<file path="src/rtl/led_gradient_fader_if.sv">
// Bundles the frame control, snapshot inputs and colour/status outputs of led_gradient_fader.
interface led_gradient_fader_if #(
  parameter int N  = 8,
  parameter int CH = 4
);
  logic              enable;
  logic              fade_en;
  logic [CH*N-1:0]   contador;
  logic [N-1:0]      mid_idx;
  logic [N-1:0]      max_idx;
  logic [CH*24-1:0]  cor_led;
  logic              busy;
  logic              frame_done;

  modport master (
    output enable, fade_en, contador, mid_idx, max_idx,
    input  cor_led, busy, frame_done
  );

  modport slave (
    input  enable, fade_en, contador, mid_idx, max_idx,
    output cor_led, busy, frame_done
  );
endinterface

</file>
<file path="src/rtl/led_gradient_fader.sv">
// Multi-channel green->yellow->red gradient mapper with a shared serial divider and per-frame fade.
// The interface instance must use the same N and CH as this module.
module led_gradient_fader #(
  parameter int N    = 8,
  parameter int CH   = 4,
  parameter int STEP = 16
) (
  input logic              clock,
  input logic              reset,
  led_gradient_fader_if.slave bus
);

  localparam int CHW = (CH > 1) ? $clog2(CH) : 1;
  localparam int DW  = N + 8;
  localparam int CW  = $clog2(DW + 1);

  localparam logic [2:0] S_IDLE   = 3'd0;
  localparam logic [2:0] S_LOAD   = 3'd1;
  localparam logic [2:0] S_DIV    = 3'd2;
  localparam logic [2:0] S_UPDATE = 3'd3;
  localparam logic [2:0] S_DONE   = 3'd4;

  localparam logic [1:0] SEG_A = 2'd0;
  localparam logic [1:0] SEG_B = 2'd1;
  localparam logic [1:0] SEG_C = 2'd2;

  logic [2:0]       state_q, state_d;
  logic [CHW-1:0]   ch_q, ch_d;
  logic [CH*N-1:0]  cont_q, cont_d;
  logic [N-1:0]     mid_q, mid_d;
  logic [N-1:0]     emax_q, emax_d;
  logic             fade_q, fade_d;
  logic [DW-1:0]    num_q, num_d;
  logic [N-1:0]     rem_q, rem_d;
  logic [N-1:0]     den_q, den_d;
  logic [CW-1:0]    cnt_q, cnt_d;
  logic [1:0]       seg_q, seg_d;
  logic             div_q, div_d;
  logic [CH*24-1:0] cor_q, cor_d;

  logic [N-1:0]     idx;
  logic [N-1:0]     diff;
  logic [N:0]       rem_sh;
  logic [N-1:0]     rem_sub;
  logic [7:0]       quot8;
  logic [23:0]      target;
  logic [23:0]      cur;
  logic [23:0]      faded;

  // One component moves toward its target by at most STEP; 9-bit so neither direction wraps.
  function automatic logic [7:0] step_to(input logic [7:0] c, input logic [7:0] t);
    logic [8:0] up;
    logic [8:0] dn;
    up = {1'b0, c} + 9'(STEP);
    dn = {1'b0, c} - 9'(STEP);
    if (c < t)
      step_to = (up > {1'b0, t}) ? t : up[7:0];
    else if (c > t)
      step_to = (dn[8] || (dn < {1'b0, t})) ? t : dn[7:0];
    else
      step_to = c;
  endfunction

  // Frame sequencing, channel target selection, serial division and colour update.
  always_comb begin
    state_d = state_q;
    ch_d    = ch_q;
    cont_d  = cont_q;
    mid_d   = mid_q;
    emax_d  = emax_q;
    fade_d  = fade_q;
    num_d   = num_q;
    rem_d   = rem_q;
    den_d   = den_q;
    cnt_d   = cnt_q;
    seg_d   = seg_q;
    div_d   = div_q;
    cor_d   = cor_q;

    idx     = cont_q[int'(ch_q)*N +: N];
    diff    = idx - mid_q;
    rem_sh  = {rem_q, num_q[DW-1]};
    rem_sub = rem_sh[N-1:0] - den_q;
    quot8   = div_q ? ((|num_q[DW-1:8]) ? 8'hFF : num_q[7:0]) : 8'hFF;
    case (seg_q)
      SEG_A:   target = {quot8, 8'hFF, 8'h00};
      SEG_B:   target = {8'hFF, 8'hFF - quot8, 8'h00};
      default: target = 24'hFF0000;
    endcase
    cur   = cor_q[int'(ch_q)*24 +: 24];
    faded = {step_to(cur[23:16], target[23:16]),
             step_to(cur[15:8],  target[15:8]),
             step_to(cur[7:0],   target[7:0])};

    case (state_q)
      S_IDLE: begin
        if (bus.enable) begin
          cont_d  = bus.contador;
          mid_d   = bus.mid_idx;
          emax_d  = (bus.max_idx > bus.mid_idx) ? bus.max_idx : bus.mid_idx;
          fade_d  = bus.fade_en;
          ch_d    = '0;
          state_d = S_LOAD;
        end
      end
      S_LOAD: begin
        rem_d = '0;
        cnt_d = '0;
        if (idx <= mid_q) begin
          seg_d = SEG_A;
          num_d = {idx, 8'h00} - {8'h00, idx};
          den_d = mid_q;
        end else if (idx <= emax_q) begin
          seg_d = SEG_B;
          num_d = {diff, 8'h00} - {8'h00, diff};
          den_d = emax_q - mid_q;
        end else begin
          seg_d = SEG_C;
        end
        div_d   = (seg_d != SEG_C) && (den_d != '0);
        state_d = div_d ? S_DIV : S_UPDATE;
      end
      S_DIV: begin
        // num_q shifts out the dividend MSB-first and shifts in quotient bits.
        if (rem_sh >= {1'b0, den_q}) begin
          rem_d = rem_sub;
          num_d = {num_q[DW-2:0], 1'b1};
        end else begin
          rem_d = rem_sh[N-1:0];
          num_d = {num_q[DW-2:0], 1'b0};
        end
        if (cnt_q == CW'(DW - 1))
          state_d = S_UPDATE;
        else
          cnt_d = cnt_q + 1'b1;
      end
      S_UPDATE: begin
        cor_d[int'(ch_q)*24 +: 24] = fade_q ? faded : target;
        if (ch_q == CHW'(CH - 1)) begin
          state_d = S_DONE;
        end else begin
          ch_d    = ch_q + 1'b1;
          state_d = S_LOAD;
        end
      end
      S_DONE: begin
        ch_d    = '0;
        state_d = S_IDLE;
      end
      default: state_d = S_IDLE;
    endcase
  end

  // State registers with synchronous active-low reset.
  always_ff @(posedge clock) begin
    if (!reset) begin
      state_q <= S_IDLE;
      ch_q    <= '0;
      cont_q  <= '0;
      mid_q   <= '0;
      emax_q  <= '0;
      fade_q  <= 1'b0;
      num_q   <= '0;
      rem_q   <= '0;
      den_q   <= '0;
      cnt_q   <= '0;
      seg_q   <= SEG_A;
      div_q   <= 1'b0;
      cor_q   <= '0;
    end else begin
      state_q <= state_d;
      ch_q    <= ch_d;
      cont_q  <= cont_d;
      mid_q   <= mid_d;
      emax_q  <= emax_d;
      fade_q  <= fade_d;
      num_q   <= num_d;
      rem_q   <= rem_d;
      den_q   <= den_d;
      cnt_q   <= cnt_d;
      seg_q   <= seg_d;
      div_q   <= div_d;
      cor_q   <= cor_d;
    end
  end

  assign bus.cor_led    = cor_q;
  assign bus.busy       = (state_q == S_LOAD) || (state_q == S_DIV) || (state_q == S_UPDATE);
  assign bus.frame_done = (state_q == S_DONE);

endmodule

</file>
<file path="src/flat_wrapper.sv">
// flat-port wrapper written by rule: the top's interface ports become plain ports
module led_gradient_fader_flat 
#(
  parameter int N    = 8,
  parameter int CH   = 4,
  parameter int STEP = 16
)
  (clock, reset, bus_enable, bus_fade_en, bus_contador, bus_mid_idx, bus_max_idx, bus_cor_led, bus_busy, bus_frame_done);
  led_gradient_fader_if #(.N(N), .CH(CH)) bus_i ();
  input logic clock;
  input logic reset;
  input wire logic [$bits(bus_i.enable)-1:0] bus_enable;
  input wire logic [$bits(bus_i.fade_en)-1:0] bus_fade_en;
  input wire logic [$bits(bus_i.contador)-1:0] bus_contador;
  input wire logic [$bits(bus_i.mid_idx)-1:0] bus_mid_idx;
  input wire logic [$bits(bus_i.max_idx)-1:0] bus_max_idx;
  output wire logic [$bits(bus_i.cor_led)-1:0] bus_cor_led;
  output wire logic [$bits(bus_i.busy)-1:0] bus_busy;
  output wire logic [$bits(bus_i.frame_done)-1:0] bus_frame_done;
  assign bus_i.enable = bus_enable;
  assign bus_i.fade_en = bus_fade_en;
  assign bus_i.contador = bus_contador;
  assign bus_i.mid_idx = bus_mid_idx;
  assign bus_i.max_idx = bus_max_idx;
  assign bus_cor_led = bus_i.cor_led;
  assign bus_busy = bus_i.busy;
  assign bus_frame_done = bus_i.frame_done;
  led_gradient_fader #(.N(N), .CH(CH), .STEP(STEP)) u_core (.clock(clock), .reset(reset), .bus(bus_i));
endmodule
</file>
<file path="config.mk">
export PLATFORM = sky130hd
export DESIGN_NAME = led_gradient_fader_flat
export DESIGN_NICKNAME = d
export VERILOG_FILES = /design/src/rtl/led_gradient_fader_if.sv /design/src/rtl/led_gradient_fader.sv /design/src/flat_wrapper.sv
export SDC_FILE = /design/constraint.sdc
export NUM_CORES = 1
export LEC_CHECK = 0
export CORE_UTILIZATION = 58
export CTS_BUF_LIST = sky130_fd_sc_hd__clkbuf_8
export CTS_CLUSTER_SIZE = 40
export DETAILED_ROUTE_END_ITERATION = 7
export PLACE_DENSITY = 0.9
export SLEW_MARGIN = 20
export SYNTH_ARGS = -nofsm -noshare
export SYNTH_HDL_FRONTEND = slang
export SYNTH_SLANG_ARGS = --single-unit
</file>
<file path="constraint.sdc">
create_clock -name clock -period 4.9 [get_ports clock]
set_input_delay 1.225 -clock clock [delete_from_list [all_inputs] [get_ports clock]]
set_output_delay 1.225 -clock clock [all_outputs]
set_load 0.03 [all_outputs]
</file>
# After elaboration in Yosys (flattened, before gate mapping)
# Cells that the tools add are included.
[word_totals] ff_bits=190 in_bits=52 out_inout_bits=98 elab_cells=119
[classes] n_addsub=15 n_mul=1 order_cmp=16 eq_ne=13 shift=4 mux=40 reduce_logical=17
[ops] operator="$mux W8" count=19
[ops] operator="$bwmux W96" count=1
[ops] operator="$shift A24 B33 Y96 const A" count=1
[ops] operator="$shiftx A24 B33 Y96" count=1
[ops] operator="$shiftx A96 B32 Y24" count=1
[ops] operator="$pmux W24 S2" count=1
[ops] operator="$neg A32 Y33" count=1
[ops] operator="$gt A8 B8 Y1" count=4
[ops] operator="$mux W16" count=2
[ops] operator="$pmux W16 S2" count=1
[ops] operator="$shiftx A32 B6 Y8" count=1
[ops] operator="$sub A16 B8 Y16" count=2
[ops] operator="$add A8 B5 Y9 const B" count=3
[ops] operator="$gt A9 B8 Y1" count=3
[ops] operator="$lt A9 B8 Y1" count=3
[ops] operator="$sub A8 B5 Y9 const B" count=3
[ops] operator="$lt A8 B8 Y1" count=3
[ops] operator="$mux W24" count=1
[ops] operator="$sub A8 B8 Y8" count=3
[ops] operator="$le A8 B8 Y1" count=2
[ops] operator="$pmux W8 S2" count=1
[ops] operator="$pmux W3 S4" count=1
[ops] operator="$mux W2" count=5
[ops] operator="$pmux W5 S2" count=1
[ops] operator="other kinds (28)" count=42

# Depth between registers and ports, before layout
[logic_depth] depth_word=13 mapped_depth=18 depth_no_buf=14

# Least setup slack after synthesis
# No wires, ideal clock.
[synth_timing] kind="reg-to-reg" from="register u_core.ch_q[0]" to="register u_core.cor_q[40], in the netlist u_core.bus.cor_led[40]" setup_time_ps=117 arrival_ps=4046 t_required_ps=4783 slack_ps=736 stages_incl_launch_ff=16 path_buffers=5 period_less_slack_ps=4164 cell_sequence="dfxtp_1 > buf_6 > buf_8 > buf_6 > clkbuf_8 > mux4_2 > ha_1 > nor2b_1 > o31ai_1 > a21oi_1 > or2_2 > buf_1 > a32oi_2 > mux2_4 > mux2_2 > a32o_1"
[synth_between] elab_chain_len=11 word_cells_on_any_way=40 classes_between="add/sub: 7; mul: 1; order compare: 12; shift: 3; mux: 14; reduce/logical: 3"
[synth_lines] element="start, declared" line="led_gradient_fader.sv:28" text="logic [CHW-1:0] ch_q, ch_d;"
[synth_lines] element="start signal, assigned" line="led_gradient_fader.sv:172" text="ch_q <= ch_d;"
[synth_lines] element="$mul A2 B2 Y4 (*)" line="led_gradient_fader.sv:90, led_gradient_fader.sv:138"
[synth_lines] element="$shiftx A96 B32 Y24" line="led_gradient_fader.sv:90" text="cur = cor_q[int'(ch_q)*24 +: 24];"
[synth_lines] element="$sub A8 B5 Y9" line="led_gradient_fader.sv:55" text="dn = {1'b0, c} - 9'(STEP);"
[synth_lines] element="$lt A9 B8 Y1" line="led_gradient_fader.sv:59" text="step_to = (dn[8] || (dn < {1'b0, t})) ? t : dn[7:0];"
[synth_lines] element="$logic_or A1 B1 Y1" line="led_gradient_fader.sv:59"
[synth_lines] element="$mux W8" line="led_gradient_fader.sv:59"
[synth_lines] element="$mux W8" line="led_gradient_fader.sv:58" text="else if (c > t)"
[synth_lines] element="$mux W8" line="led_gradient_fader.sv:56" text="if (c < t)"
[synth_lines] element="$mux W24" line="led_gradient_fader.sv:138" text="cor_d[int'(ch_q)*24 +: 24] = fade_q ? faded : target;"
[synth_lines] element="$shiftx A24 B33 Y96" line="led_gradient_fader.sv:138"
[synth_lines] element="$bwmux W96 (*)" line="led_gradient_fader.sv:138"
[synth_lines] element="end signal, assigned" line="led_gradient_fader.sv:183" text="cor_q <= cor_d;"
[synth_lines] element="end, declared" line="led_gradient_fader.sv:39" text="logic [CH*24-1:0] cor_q, cor_d;"
# Mark *: on every way between the ends. The rest lies on a longest branch, timed or not.
# A chain may end at the register's enable or synchronous reset.

# Worst setup path after layout
[layout_timing] from="register u_core.num_q[8]" to="register u_core.cor_q[76], in the netlist u_core.bus.cor_led[76]"
[layout_between] elab_chain_len=13 word_cells_on_any_way=26 classes_between="add/sub: 1; order compare: 8; shift: 1; mux: 13; reduce/logical: 3"
[layout_lines] element="start, declared" line="led_gradient_fader.sv:33" text="logic [DW-1:0] num_q, num_d;"
[layout_lines] element="start signal, assigned" line="led_gradient_fader.sv:177" text="num_q <= num_d;"
[layout_lines] element="$reduce_or A8 Y1 (*)" line="led_gradient_fader.sv:84" text="quot8 = div_q ? ((|num_q[DW-1:8]) ? 8'hFF : num_q[7:0]) : 8'hFF;"
[layout_lines] element="$mux W8 (*) (2 in a row)" line="led_gradient_fader.sv:84"
[layout_lines] element="$sub A8 B8 Y8" line="led_gradient_fader.sv:87" text="SEG_B: target = {8'hFF, 8'hFF - quot8, 8'h00};"
[layout_lines] element="$pmux W24 S2 (*)" line="led_gradient_fader.sv:85" text="case (seg_q)"
[layout_lines] element="$lt A9 B8 Y1" line="led_gradient_fader.sv:59"
[layout_lines] element="$logic_or A1 B1 Y1" line="led_gradient_fader.sv:59"
[layout_lines] element="$mux W8" line="led_gradient_fader.sv:59"
[layout_lines] element="$mux W8" line="led_gradient_fader.sv:58"
[layout_lines] element="$mux W8" line="led_gradient_fader.sv:56"
[layout_lines] element="$mux W24 (*)" line="led_gradient_fader.sv:138"
[layout_lines] element="$shiftx A24 B33 Y96 (*)" line="led_gradient_fader.sv:138"
[layout_lines] element="$bwmux W96 (*)" line="led_gradient_fader.sv:138"
# Marks and branches as above.

==> metrics.md <==
| Metric | Value |
|---|---|
| WP data required | `5.25 ns` |
| Final setup violation count | `0` |
| Yosys top cell by area | `dfxtp_1` |
| FF/Latch Area | `roughly 0.0038 mm²` |
| Hold Buf Count CTS | `0` |
| Max Slew Vio Count | `0` |
| Max Cap Violations | `0` |
| Largest net degree at the start of global routing | `between 50 and 60` |
| Post-CTS setup buffer count | `0` |
| Sequential area share after synthesis | `0.306` |
| Chip Height | `between 100 and 150 µm` |
| Port bufs | `roughly 150` |
| Crit path time final | `roughly 4.6 ns` |
| Root buf cell | `clkbuf_8` |
| Worst min path class | `reg2reg` |
| 1st-iter DRT viols | `1,646` |
| Status | `completed` |
| RSZ-0062 raised after global routing | `false` |
| Data arrival, critical path | `4.94 ns` |
| Clk buf depth | `2` |
| Total wire length | `between 40,000 and 50,000 µm` |
| Worst skew pair latency | `between 0.4 and 0.5 ns` |
| Post-route ant nets | `0` |
| Die ar. | `~0.022 mm²` |
| Slew @ Worst Pin | `roughly 1.2 ns` |
| Chip width | `about 150 µm` |
| Multi-input gate area | `a little under 0.008 mm²` |
| # nets final | `1,770` |
| DR DRC count | `0` |
| Synthesized instance count | `~1,500` |
| Clock slew at reported path FFs | `roughly 0.12 ns` |
| Vias | `12,514` |
| Area growth, synth to finish | `16.3%` |
| Synth warn | `0` |
| VDD IR max | `roughly 0.00043 V` |
| CP Class | `reg2reg` |
| Via density | `6.53` |
| First-pass detailed-route iteration total | `6` |
| Critical Path Fanout Max | `10` |
| Dpl ws | `0.398 ns` |
| CTS sink count | `190` |
| Area share of the largest cell type after synthesis | `0.306` |
| Tot GR Track Use | `0.364` |
| Setup TNS | `0 ns` |
| Pleak | `5.60 nW` |
| Avg WL per Cell | `around 21 µm` |
| Yosys reg bits | `190` |
| Post-Syn Nets | `between 1,500 and 2,000` |
| Share of layout cells above drive strength 1 | `0.0756` |
| Std cell rows | `53` |
| Syn Area/Cell | `about 8.2 µm²` |
| Final HPWL from detailed placement | `between 30,000 and 40,000 µm` |
| CTS tree | `done` |
| Count of cell types in the netlist | `90` |
| Top cells by area, synth | `dfxtp_1 31%, ha_1 8.7%, nand2_1 6.9%` |
| Power Dens Cells | `around 500 mW/mm²` |
| Most frequent cells after synthesis | `227 x nand2_1, 190 x dfxtp_1, 146 x nor2_1, 135 x a21oi_1, 86 x ha_1` |
| Setup Skew | `roughly 0.018 ns` |
| Routability cong. | `slightly below 1` |
| Top-count cell post-synth | `nand2_1` |
| Asr flop ratio synth | `0` |
| # fillers | `between 1,500 and 2,000` |
| Relative max-transition margin | `0.184` |
| Core area | `0.0210 mm²` |
| Most used DFF post-synth | `dfxtp_1` |
| Post-cts gate resize count | `0` |
| CP endpoint kind | `register` |
| First-pass GRT wire length | `approximately 63,000 µm` |
| Remaining global-route overflow | `0` |
| Cell Area, Synth | `between 0.01 and 0.015 mm²` |
| Fmax | `approximately 220 MHz` |
| Vias in the first global route | `around 12,000` |
| Top Ports | `150` |
| Critical path launch point type | `register` |
| H-Tree Depth | `4` |
| Starting Density | `0.591` |
| Post-synth EDFFs | `0` |
| Num CTS Buffers | `17` |
| Initial antenna violation count | `1` |
| Antenna diode count | `0` |
| Setup WS post-layout | `about 0.32 ns` |
| Final Hold Viols | `0` |
| Final Cycle Share | `0.935` |
-- per-layer routing --
metal	vias to the layer above	track usage	wire (µm)
met1	5853	0.488	16700
li1	5750	-	-
met5	-	0	0
met2	766	0.557	17700
met3	145	0.0825	4420
met4	0	0.170	1640
-- where the power goes --
group	switching (mW)	internal [mW]
registers	0.222	1.77
logic	2.52	1.65
clock network	0.676	0.388
-- critical path, cell delays in order (launching register included) --
cell and delay (ns):
dfxtp_1 0.35, nor4_1 0.40, nand4b_2 0.31, or2_1 0.40, nor2_1 0.21, ha_1 0.29, nor2b_1 0.14, o31ai_1 0.35
a21oi_1 0.16, or2_2 0.34, and3_2 0.21, o31ai_1 0.43, o21ai_0 0.44, o2111ai_1 0.30, o21ai_0 0.11
-- placed cells by master (no fill, tap or decap), types with 20 or more instances in the layout --
cell / count
ha_1: 86
o21ai_0: 79
clkdlybuf4s50_1: 149
a21oi_1: 134
buf_4: 32
xnor2_1: 22
o221ai_1: 20
inv_1: 64
dfxtp_1: 189
nand2_1: 227
nor2_1: 146
a21o_1: 22
a211oi_1: 20
nor3_1: 32
nand3_1: 28
-- cells by family (layout without fill, tap and decap cells) --
| logic type | count (synthesis) | in the layout | share of synthesized area |
|---|---|---|---|
| buffers and inverters | 146 | 277 | 0.0579 |
| multiplexers | 51 | 51 | 0.0783 |
| adder cells (fa/ha/maj) | 89 | 89 | 0.0914 |
| flip-flops | 190 | 190 | 0.306 |
| XOR/XNOR | 35 | 35 | 0.0247 |
| AND/OR/NAND/NOR | 554 | 554 | 0.203 |
| AO/OA/AOI/OAI | 445 | 445 | 0.239 |
-- registers in the layout, indices dropped and copies added (netlist names) --
signal              cells
u_core.bus.cor_led     96
u_core.cont_q          32
u_core.num_q           16
u_core.den_q            8
u_core.emax_q           8
u_core.mid_q            8
u_core.rem_q            8
u_core.cnt_q            5
u_core.state_q          3
u_core.ch_q             2
u_core.seg_q            2
u_core.div_q            1
u_core.fade_q           1
-- metrics by stage --
step	total power, mW	hold WS [ns]	instances	utilization	area [µm²]
floorplan	5.03	0.432	1510	-	12400
global placement	5.96	0.439	1885	0.668	14000
detailed placement	6.07	0.442	1885	0.668	14000
CTS	7.12	0.459	1916	0.687	14500
global route	7.70	0.473	1916	0.688	14500
finish	7.22	0.458	1916	0.688	14500
-- final cells by class --
type | instances | area share
Inverter | 65 | 0.0170
Sequential cell | 190 | 0.263
Multi-Input combinational cell | 1174 | 0.548
Timing Repair Buffer | 181 | 0.120
Tap cell | 275 | 0.0238
Clock buffer | 17 | 0.0162
Clock inverter | 14 | 0.0118
-- path summary, 6_finish.rpt --
path | startpoint | to | slack, ns | depth (start not counted)
hold / removal | u_core.cont_q[14]$_SDFFE_PN0P_ | u_core.cont_q[14]$_SDFFE_PN0P_ | 0.46 | 2
hold reg to reg | u_core.cont_q[14]$_SDFFE_PN0P_ | u_core.cont_q[14]$_SDFFE_PN0P_ | 0.46 | 2
setup reg to reg | u_core.num_q[8]$_SDFFE_PN0P_ | u_core.bus.cor_led[76]$_SDFFE_PN0P_ | 0.32 | 14
setup / recovery | u_core.num_q[8]$_SDFFE_PN0P_ | u_core.bus.cor_led[76]$_SDFFE_PN0P_ | 0.32 | 14
(Power assumes the default switching activity.)
